**src/rtl/t03_sram_arbiter.sv**
```systemverilog
// Shares a 1W/1R SRAM macro between instruction fetch and data memory.
// Maps byte addresses to words, sequences macro timing, and does RMW for partial stores.
module t03_sram_arbiter #(
  parameter logic [31:0] BASE_ADDR    = 32'h0000_0000,
  parameter int unsigned ADDR_WIDTH   = 10,
  parameter int unsigned MAX_D_STREAK = 4
) (
  input  logic                  clk,
  input  logic                  n_rst,
  input  logic                  i_req,
  input  logic [31:0]           i_addr,
  output logic [31:0]           i_rdata,
  output logic                  i_ack,
  output logic                  i_err,
  input  logic                  d_ren,
  input  logic                  d_wen,
  input  logic [31:0]           d_addr,
  input  logic [31:0]           d_wdata,
  input  logic [3:0]            d_sel,
  output logic [31:0]           d_rdata,
  output logic                  d_ack,
  output logic                  d_err,
  output logic                  busy,
  output logic                  sram_csb0,
  output logic [ADDR_WIDTH-1:0] sram_addr0,
  output logic [31:0]           sram_din0,
  output logic                  sram_csb1,
  output logic [ADDR_WIDTH-1:0] sram_addr1,
  input  logic [31:0]           sram_dout1
);

  localparam int unsigned SW = (MAX_D_STREAK > 0) ? $clog2(MAX_D_STREAK + 1) : 1;
  localparam logic [32:0] SPAN = 33'd4 << ADDR_WIDTH;
  localparam logic [SW-1:0] STREAK_MAX = SW'(MAX_D_STREAK);

  typedef enum logic [2:0] {
    IDLE, RD_ISSUE, RD_WAIT, WR_ISSUE, RMW_ISSUE, RMW_WAIT, RMW_WR, DONE
  } state_t;

  state_t                state_q, state_d;
  logic [SW-1:0]         streak_q, streak_d;
  logic                  gnt_i_q, gnt_i_d;
  logic [ADDR_WIDTH-1:0] word_q, word_d;
  logic [31:0]           wdata_q, wdata_d;
  logic [3:0]            sel_q, sel_d;

  logic                  i_ack_d, i_err_d, d_ack_d, d_err_d, busy_d, csb0_d, csb1_d;
  logic [31:0]           i_rdata_d, d_rdata_d, din0_d, merged;
  logic [ADDR_WIDTH-1:0] addr0_d, addr1_d;

  logic [31:0] i_offs, d_offs;
  logic        i_bad, d_bad, d_req, d_wins;

  assign i_offs = i_addr - BASE_ADDR;
  assign d_offs = d_addr - BASE_ADDR;
  assign i_bad  = (i_addr[1:0] != 2'b00) || ({1'b0, i_offs} >= SPAN);
  assign d_bad  = (d_addr[1:0] != 2'b00) || ({1'b0, d_offs} >= SPAN) || (d_ren && d_wen);
  assign d_req  = d_ren | d_wen;
  // Data has priority until fetch has watched MAX_D_STREAK data grants in a row.
  assign d_wins = d_req && !(i_req && (streak_q == STREAK_MAX));

  always_comb begin
    merged = '0;
    for (int unsigned b = 0; b < 4; b++) begin
      merged[8*b +: 8] = sel_q[b] ? wdata_q[8*b +: 8] : sram_dout1[8*b +: 8];
    end
  end

  always_comb begin
    state_d   = state_q;
    streak_d  = streak_q;
    gnt_i_d   = gnt_i_q;
    word_d    = word_q;
    wdata_d   = wdata_q;
    sel_d     = sel_q;
    i_rdata_d = i_rdata;
    d_rdata_d = d_rdata;
    i_ack_d   = 1'b0;
    i_err_d   = 1'b0;
    d_ack_d   = 1'b0;
    d_err_d   = 1'b0;
    csb0_d    = 1'b1;
    csb1_d    = 1'b1;
    addr0_d   = sram_addr0;
    addr1_d   = sram_addr1;
    din0_d    = sram_din0;

    unique case (state_q)
      IDLE: begin
        if (d_wins) begin
          gnt_i_d  = 1'b0;
          word_d   = d_offs[ADDR_WIDTH+1:2];
          wdata_d  = d_wdata;
          sel_d    = d_sel;
          streak_d = (i_req && streak_q != STREAK_MAX) ? streak_q + 1'b1 :
                     (i_req ? streak_q : '0);
          if (d_bad) begin
            state_d   = DONE;
            d_ack_d   = 1'b1;
            d_err_d   = 1'b1;
            d_rdata_d = '0;
          end else if (d_ren) begin
            state_d = RD_ISSUE;
            csb1_d  = 1'b0;
            addr1_d = d_offs[ADDR_WIDTH+1:2];
          end else if (d_sel == 4'hF) begin
            state_d = WR_ISSUE;
            csb0_d  = 1'b0;
            addr0_d = d_offs[ADDR_WIDTH+1:2];
            din0_d  = d_wdata;
          end else if (d_sel == 4'h0) begin
            state_d = DONE;
            d_ack_d = 1'b1;
          end else begin
            state_d = RMW_ISSUE;
            csb1_d  = 1'b0;
            addr1_d = d_offs[ADDR_WIDTH+1:2];
          end
        end else if (i_req) begin
          gnt_i_d  = 1'b1;
          streak_d = '0;
          word_d   = i_offs[ADDR_WIDTH+1:2];
          if (i_bad) begin
            state_d   = DONE;
            i_ack_d   = 1'b1;
            i_err_d   = 1'b1;
            i_rdata_d = '0;
          end else begin
            state_d = RD_ISSUE;
            csb1_d  = 1'b0;
            addr1_d = i_offs[ADDR_WIDTH+1:2];
          end
        end
      end
      RD_ISSUE: state_d = RD_WAIT;
      RD_WAIT: begin
        state_d = DONE;
        if (gnt_i_q) begin
          i_rdata_d = sram_dout1;
          i_ack_d   = 1'b1;
        end else begin
          d_rdata_d = sram_dout1;
          d_ack_d   = 1'b1;
        end
      end
      WR_ISSUE: begin
        state_d = DONE;
        d_ack_d = 1'b1;
      end
      RMW_ISSUE: state_d = RMW_WAIT;
      RMW_WAIT: begin
        state_d = RMW_WR;
        csb0_d  = 1'b0;
        addr0_d = word_q;
        din0_d  = merged;
      end
      RMW_WR: begin
        state_d = DONE;
        d_ack_d = 1'b1;
      end
      DONE:    state_d = IDLE;
      default: state_d = IDLE;
    endcase

    busy_d = (state_d != IDLE);
  end

  always_ff @(posedge clk) begin
    if (!n_rst) begin
      state_q    <= IDLE;
      streak_q   <= '0;
      gnt_i_q    <= 1'b0;
      word_q     <= '0;
      wdata_q    <= '0;
      sel_q      <= '0;
      i_rdata    <= '0;
      i_ack      <= 1'b0;
      i_err      <= 1'b0;
      d_rdata    <= '0;
      d_ack      <= 1'b0;
      d_err      <= 1'b0;
      busy       <= 1'b0;
      sram_csb0  <= 1'b1;
      sram_addr0 <= '0;
      sram_din0  <= '0;
      sram_csb1  <= 1'b1;
      sram_addr1 <= '0;
    end else begin
      state_q    <= state_d;
      streak_q   <= streak_d;
      gnt_i_q    <= gnt_i_d;
      word_q     <= word_d;
      wdata_q    <= wdata_d;
      sel_q      <= sel_d;
      i_rdata    <= i_rdata_d;
      i_ack      <= i_ack_d;
      i_err      <= i_err_d;
      d_rdata    <= d_rdata_d;
      d_ack      <= d_ack_d;
      d_err      <= d_err_d;
      busy       <= busy_d;
      sram_csb0  <= csb0_d;
      sram_addr0 <= addr0_d;
      sram_din0  <= din0_d;
      sram_csb1  <= csb1_d;
      sram_addr1 <= addr1_d;
    end
  end

endmodule

```
**config.mk**
```make
export PLATFORM = sky130hd
export DESIGN_NAME = t03_sram_arbiter
export DESIGN_NICKNAME = d
export VERILOG_FILES = /design/src/rtl/t03_sram_arbiter.sv
export SDC_FILE = /design/constraint.sdc
export NUM_CORES = 1
export LEC_CHECK = 0
export ABC_AREA = 1
export BUFFER_PORTS_ARGS = -buffer_cell sky130_fd_sc_hd__buf_4
export CAP_MARGIN = 20
export CORE_AREA = 2 2 143 145
export CTS_CLUSTER_SIZE = 14
export DETAILED_ROUTE_END_ITERATION = 8
export DIE_AREA = 0 0 145 147
export GPL_TIMING_DRIVEN = 0
export PLACE_DENSITY = 0.7
export SLEW_MARGIN = 20
export SYNTH_ARGS = -nofsm -noshare
export SYNTH_HDL_FRONTEND = slang
export SYNTH_SLANG_ARGS = --single-unit
```
**constraint.sdc**
```tcl
create_clock -name clk -period 3.8 [get_ports clk]
set_input_delay 0.38 -clock clk [delete_from_list [all_inputs] [get_ports clk]]
set_output_delay 0.38 -clock clk [all_outputs]
set_load 0.05 [all_outputs]
```
### Word level (Yosys, flattened, before mapping)

Cells that the tools add are included.

* bits in registers: 176
* input port bits: 137
* output and inout port bits: 123
* word-level logic and storage cells: 143

* $add $sub $neg: 1
* magnitude comparators: 2
* equality and inequality tests: 25
* multiplexer cells: 69
* bitwise operators: 1
* reductions and logical operators: 27

Operators by type and width (count)
* 32-bit two-way mux: 11
* 32-bit case mux with 2 select lines: 3
* 10-bit two-way mux: 13
* 32-bit by 13-bit greater-or-equal comparator with 1-bit output (second input constant): 2
* 8-bit two-way mux: 4
* 3-bit two-way mux: 10
* 1-bit two-way mux: 22
* 2-bit inequality test (second input constant): 11
* 10-bit case mux with 2 select lines: 1
* 3-bit case mux with 6 select lines: 1
* 3-bit == test (second input constant): 5
* 5-bit AND reduction: 2
* 2-bit nonzero test: 5
* 3-bit inequality test (second input constant): 3
* 3-bit by 2-bit == test with 1-bit output (second input constant): 2
* 2-bit AND reduction: 3
* 3-bit AND reduction: 2
* 6-bit AND reduction: 1
* 4-bit == test (second input constant): 1
* 1-bit logical AND: 4
* 4-bit zero test: 1
* 1-bit case mux with 2 select lines: 2
* 4-bit AND reduction: 1
* 3-bit by 1-bit adder with 3-bit output (second input constant): 1
* 12 further kinds: 14

### Depth between registers and ports, before layout

* depth after elaboration: 8
* gate-level depth with buffers: 13
* mapped depth without buffers: 13

### Worst setup path before layout

No wires, ideal clock.

* path kind: register -> register
* from: register streak_q[0]
* to: register d_rdata[25]
* setup time: 0.116 ns
* arrival: 1.546 ns
* data required time: 3.684 ns
* path slack: 2.138 ns
* cell stages (with the launch flop): 13
* buffers on the path: 2
* period minus slack after synthesis: 1.662 ns
* cell sequence: dfxtp_1 -> inv_1 -> ha_1 -> nand3_1 -> nand2_4 -> inv_4 -> nand2_4 -> o21ai_2 -> nand2_1 -> buf_4 -> buf_6 -> o21ai_0 -> nor2_1

* longest elaborated chain between the ends: 6

Ends and longest elaborated chain
* start: declaration: line 41 `logic [SW-1:0] streak_q, streak_d;`
* start signal: assignment: line 190 `streak_q <= streak_d;`
* 3-bit == test: line 60 `assign d_wins = d_req && !(i_req && (streak_q == STREAK_MAX));`
* 1-bit logical AND: line 60
* 1-bit zero test: line 60
* 1-bit logical AND: line 60
* 2-bit inequality test (no line)
* 4-bit AND reduction (no line)
* end signal: assignment: line 198 `d_rdata <= d_rdata_d;`
* end: declaration: line 20 `output logic [31:0] d_rdata,`

No other way between the ends.
A chain may end at the register's enable or synchronous reset.

### Worst setup path in the final report

* from: register state_q[2]
* to: register sram_addr0[8]

* longest elaborated chain between the ends: 3
* elaborated cells on any way between the ends: 9
* those cells by class: 5 x eq/ne; 1 x mux; 3 x reduce/logical

Ends and longest elaborated chain
* start: declaration: line 40 `state_t state_q, state_d;`
* start signal: assignment: line 189 `state_q <= state_d;`
* 3-bit == test or 3-bit zero test (tied branches): line 88 `unique case (state_q)`
* 2-bit nonzero test (no line) or 2-bit inequality test (tied branches)
* 5-bit AND reduction (no line)
* end signal: assignment: line 203 `sram_addr0 <= addr0_d;`
* end: declaration: line 25 `output logic [ADDR_WIDTH-1:0] sram_addr0,`

Parallel ways exist; a longest one is shown, timed or not.

==> results_dict.tcl <==
set metrics [dict create \
    clk_path_buf_depth 2 \
    slew_headroom 0.487 \
    cts_setup_buffers 0 \
    root_buffer "clkbuf_16" \
    grt_max_degree 19 \
    grt_pass1_wl_um 42300 \
    setup_tns_ps 0 \
    ys_async_sr_fraction 0 \
    max-cap-violations 0 \
    crit_type "reg -> reg" \
    finalCoreUtilization 0.536 \
    fin_worst_skew_ps 11.0 \
    clk_pin_slew_ps 70 \
    crit_arrival_ps 2430 \
    start_util 0.391 \
    multi_input_area_um2 3660 \
    ff_latch_area_um2 3520 \
    dr_total_vias 8375 \
    cts_buffers 17 \
    synth_ff_type "dfxtp_1" \
    h-tree-depth 4 \
    pin_count 260 \
    cts-resized-gates 0 \
    ys_warn_count 0 \
    fin_crit_ps 2150 \
    fin_crit_sh 0.565 \
    clock_sinks 176 \
    grt_pass1_vias 7655 \
    core_um2 19800 \
    total_power_uw 7040 \
    vdd_drop_max_mv 0.371 \
    antenna_found_initial 1 \
    crit_path_start_kind "register" \
    tritoncts "done" \
    rsz0062_at_grt "no" \
    overflow 0 \
    cp_data_required_time_ps 4080 \
    seq_area_frac_synth 0.454 \
    die_y_um 147 \
    critPathLaunch "state_q[2]" \
    status "finished clean" \
    n_fill_cell 1999 \
    synth.distinct_cells 38 \
    drive_above_1_share 0.245 \
    worst_pin_slew_ps 770 \
    path_max_fanout 10 \
    cts_hold_buf 0 \
    place_congestion 0.924 \
    final_antenna_net_count 0 \
    ys_seq_elements 176 \
    drtIter0Drc 725 \
    drt_pass1_iterations 5 \
    dp_hpwl_um 21000 \
    routedWlPerCell_um 16.4 \
    syn_to_final_growth_pct 37.2 \
    synth_edf_count 0 \
    grt_usage 0.253 \
    fmax_mhz 465 \
    finalHoldViolCount 0 \
    r2r_start "state_q[2]" \
    hold_start "d_wdata[23]" \
    final_nets 1540 \
    syn-num-nets 1262 \
    io_buffers 259 \
    clock_latency_ps 440 \
    p_per_area_nw_per_um2 661 \
    end_kind "register" \
    die_area_um2 21300 \
    setup_violations 0 \
    syn_area_um2 7760 \
    die_w_um 145 \
    drc_errors 0 \
    min_path_type "in -> reg" \
    viasPerCell 4.97 \
    syn_area_per_cell_um2 6.91 \
    drv_slew 0 \
    drt-total-wl_um 27700 \
    leakage_uw 0.00490 \
    row_count 52 \
    synth_cells 1123 \
]
==> registers in the layout, indices dropped and copies added, names as in the netlist, 4 cells and up <==
signal / flops
d_rdata: 32
i_rdata: 32
sel_q: 4
sram_addr0: 10
sram_addr1: 10
sram_din0: 32
wdata_q: 32
word_q: 10
==> area by class of cell <==
| type | count | area share |
|---|---|---|
| clock buffer | 18 | 0.0413 |
| timing repair buffer | 259 | 0.183 |
| multi-input combinational | 819 | 0.344 |
| sequential | 176 | 0.331 |
| clock inverter | 14 | 0.0152 |
| inverter | 54 | 0.0193 |
| buffer | 74 | 0.0348 |
| tap | 270 | 0.0317 |
| antenna | 1 | 0.000235 |
==> routing by layer <==
layer / global-route usage / routed length, um / up-vias
met5: 0 / 0 / -
met4: 0.0980 / 876 / 0
met3: 0.0444 / 1910 / 56
met2: 0.407 / 12900 / 321
met1: 0.340 / 12000 / 3842
li1: - / - / 4156
==> worst max-delay path: stages, from the launching register on <==
cell and delay (ps):
dfxtp_1 390, nand2_1 140, nor2_2 390, nor2_1 150
nor2_4 300, nand2_2 220, buf_2 250, nand2_1 90
a21oi_1 60
==> placed cells by master (no fill, tap or decap), drive strengths merged, types with 2 or more instances in the layout <==
cell / n
nand2: 299
buf: 293
nor2: 216
dfxtp: 176
o21ai: 120
a21oi: 92
inv: 61
clkbuf: 58
nand3: 54
mux2i: 10
o211ai: 5
o21a: 4
clkinv: 4
nand4: 3
a31oi: 3
or2: 3
a211oi: 2
ha: 2
clkinvlp: 2
==> where the power goes <==
group          total, uW  internal, uW  switching (uW)
registers           2420          2220             199
clock network       1790           954             833
logic               2830           856            1980
==> synthesized netlist by cell type (4+ instances only) <==
| master | number | area (um2) |
|---|---|---|
| a21oi_1 | 91 | 455 |
| buf_2 | 20 | 100 |
| buf_4 | 6 | 45.0 |
| buf_6 | 6 | 67.6 |
| clkbuf_1 | 40 | 150 |
| dfxtp_1 | 176 | 3520 |
| inv_1 | 47 | 176 |
| inv_2 | 5 | 18.8 |
| mux2i_1 | 10 | 100 |
| nand2_1 | 293 | 1100 |
| nand3_1 | 54 | 270 |
| nor2_1 | 211 | 792 |
| o211ai_1 | 5 | 37.5 |
| o21a_1 | 4 | 30.0 |
| o21ai_0 | 116 | 581 |
==> cell families (layout without fill, tap and decap cells) <==
logic type,count (synthesis),in the layout,share of synthesized area
AOI/OAI and AO/OA,226,226,0.153
xor gates and xnor gates,1,1,0.00113
adders and majority gates,2,2,0.00322
buffers and inverters,128,419,0.0742
DFF,176,176,0.454
muxes,11,11,0.0144
other,0,1,0
and+or+nand+nor,579,579,0.300
==> per-stage QoR <==
step / worst slack [ps] / hold WS (ps) / instances / area, um2
after detailed placement: 1410 / 447 / 1652 / 10000
after global routing: 1510 / 219 / 1685 / 10600
after global placement: 1450 / 439 / 1652 / 10000
final: 1650 / 210 / 1685 / 10600
after floorplan: 2140 / 429 / 1123 / 7760
after CTS: 1680 / 206 / 1684 / 10600
==> final timing paths <==
check / depth (start not counted) / slack, ps / endpoint
worst max-delay path: 8 / 1650 / sram_addr0[8]
worst min-delay path: 3 / 210 / wdata_q[23]
worst max register to register: 8 / 1650 / sram_addr0[8]
worst min register to register: 2 / 460 / wdata_q[15]
Power figures use the tool's default switching activity.
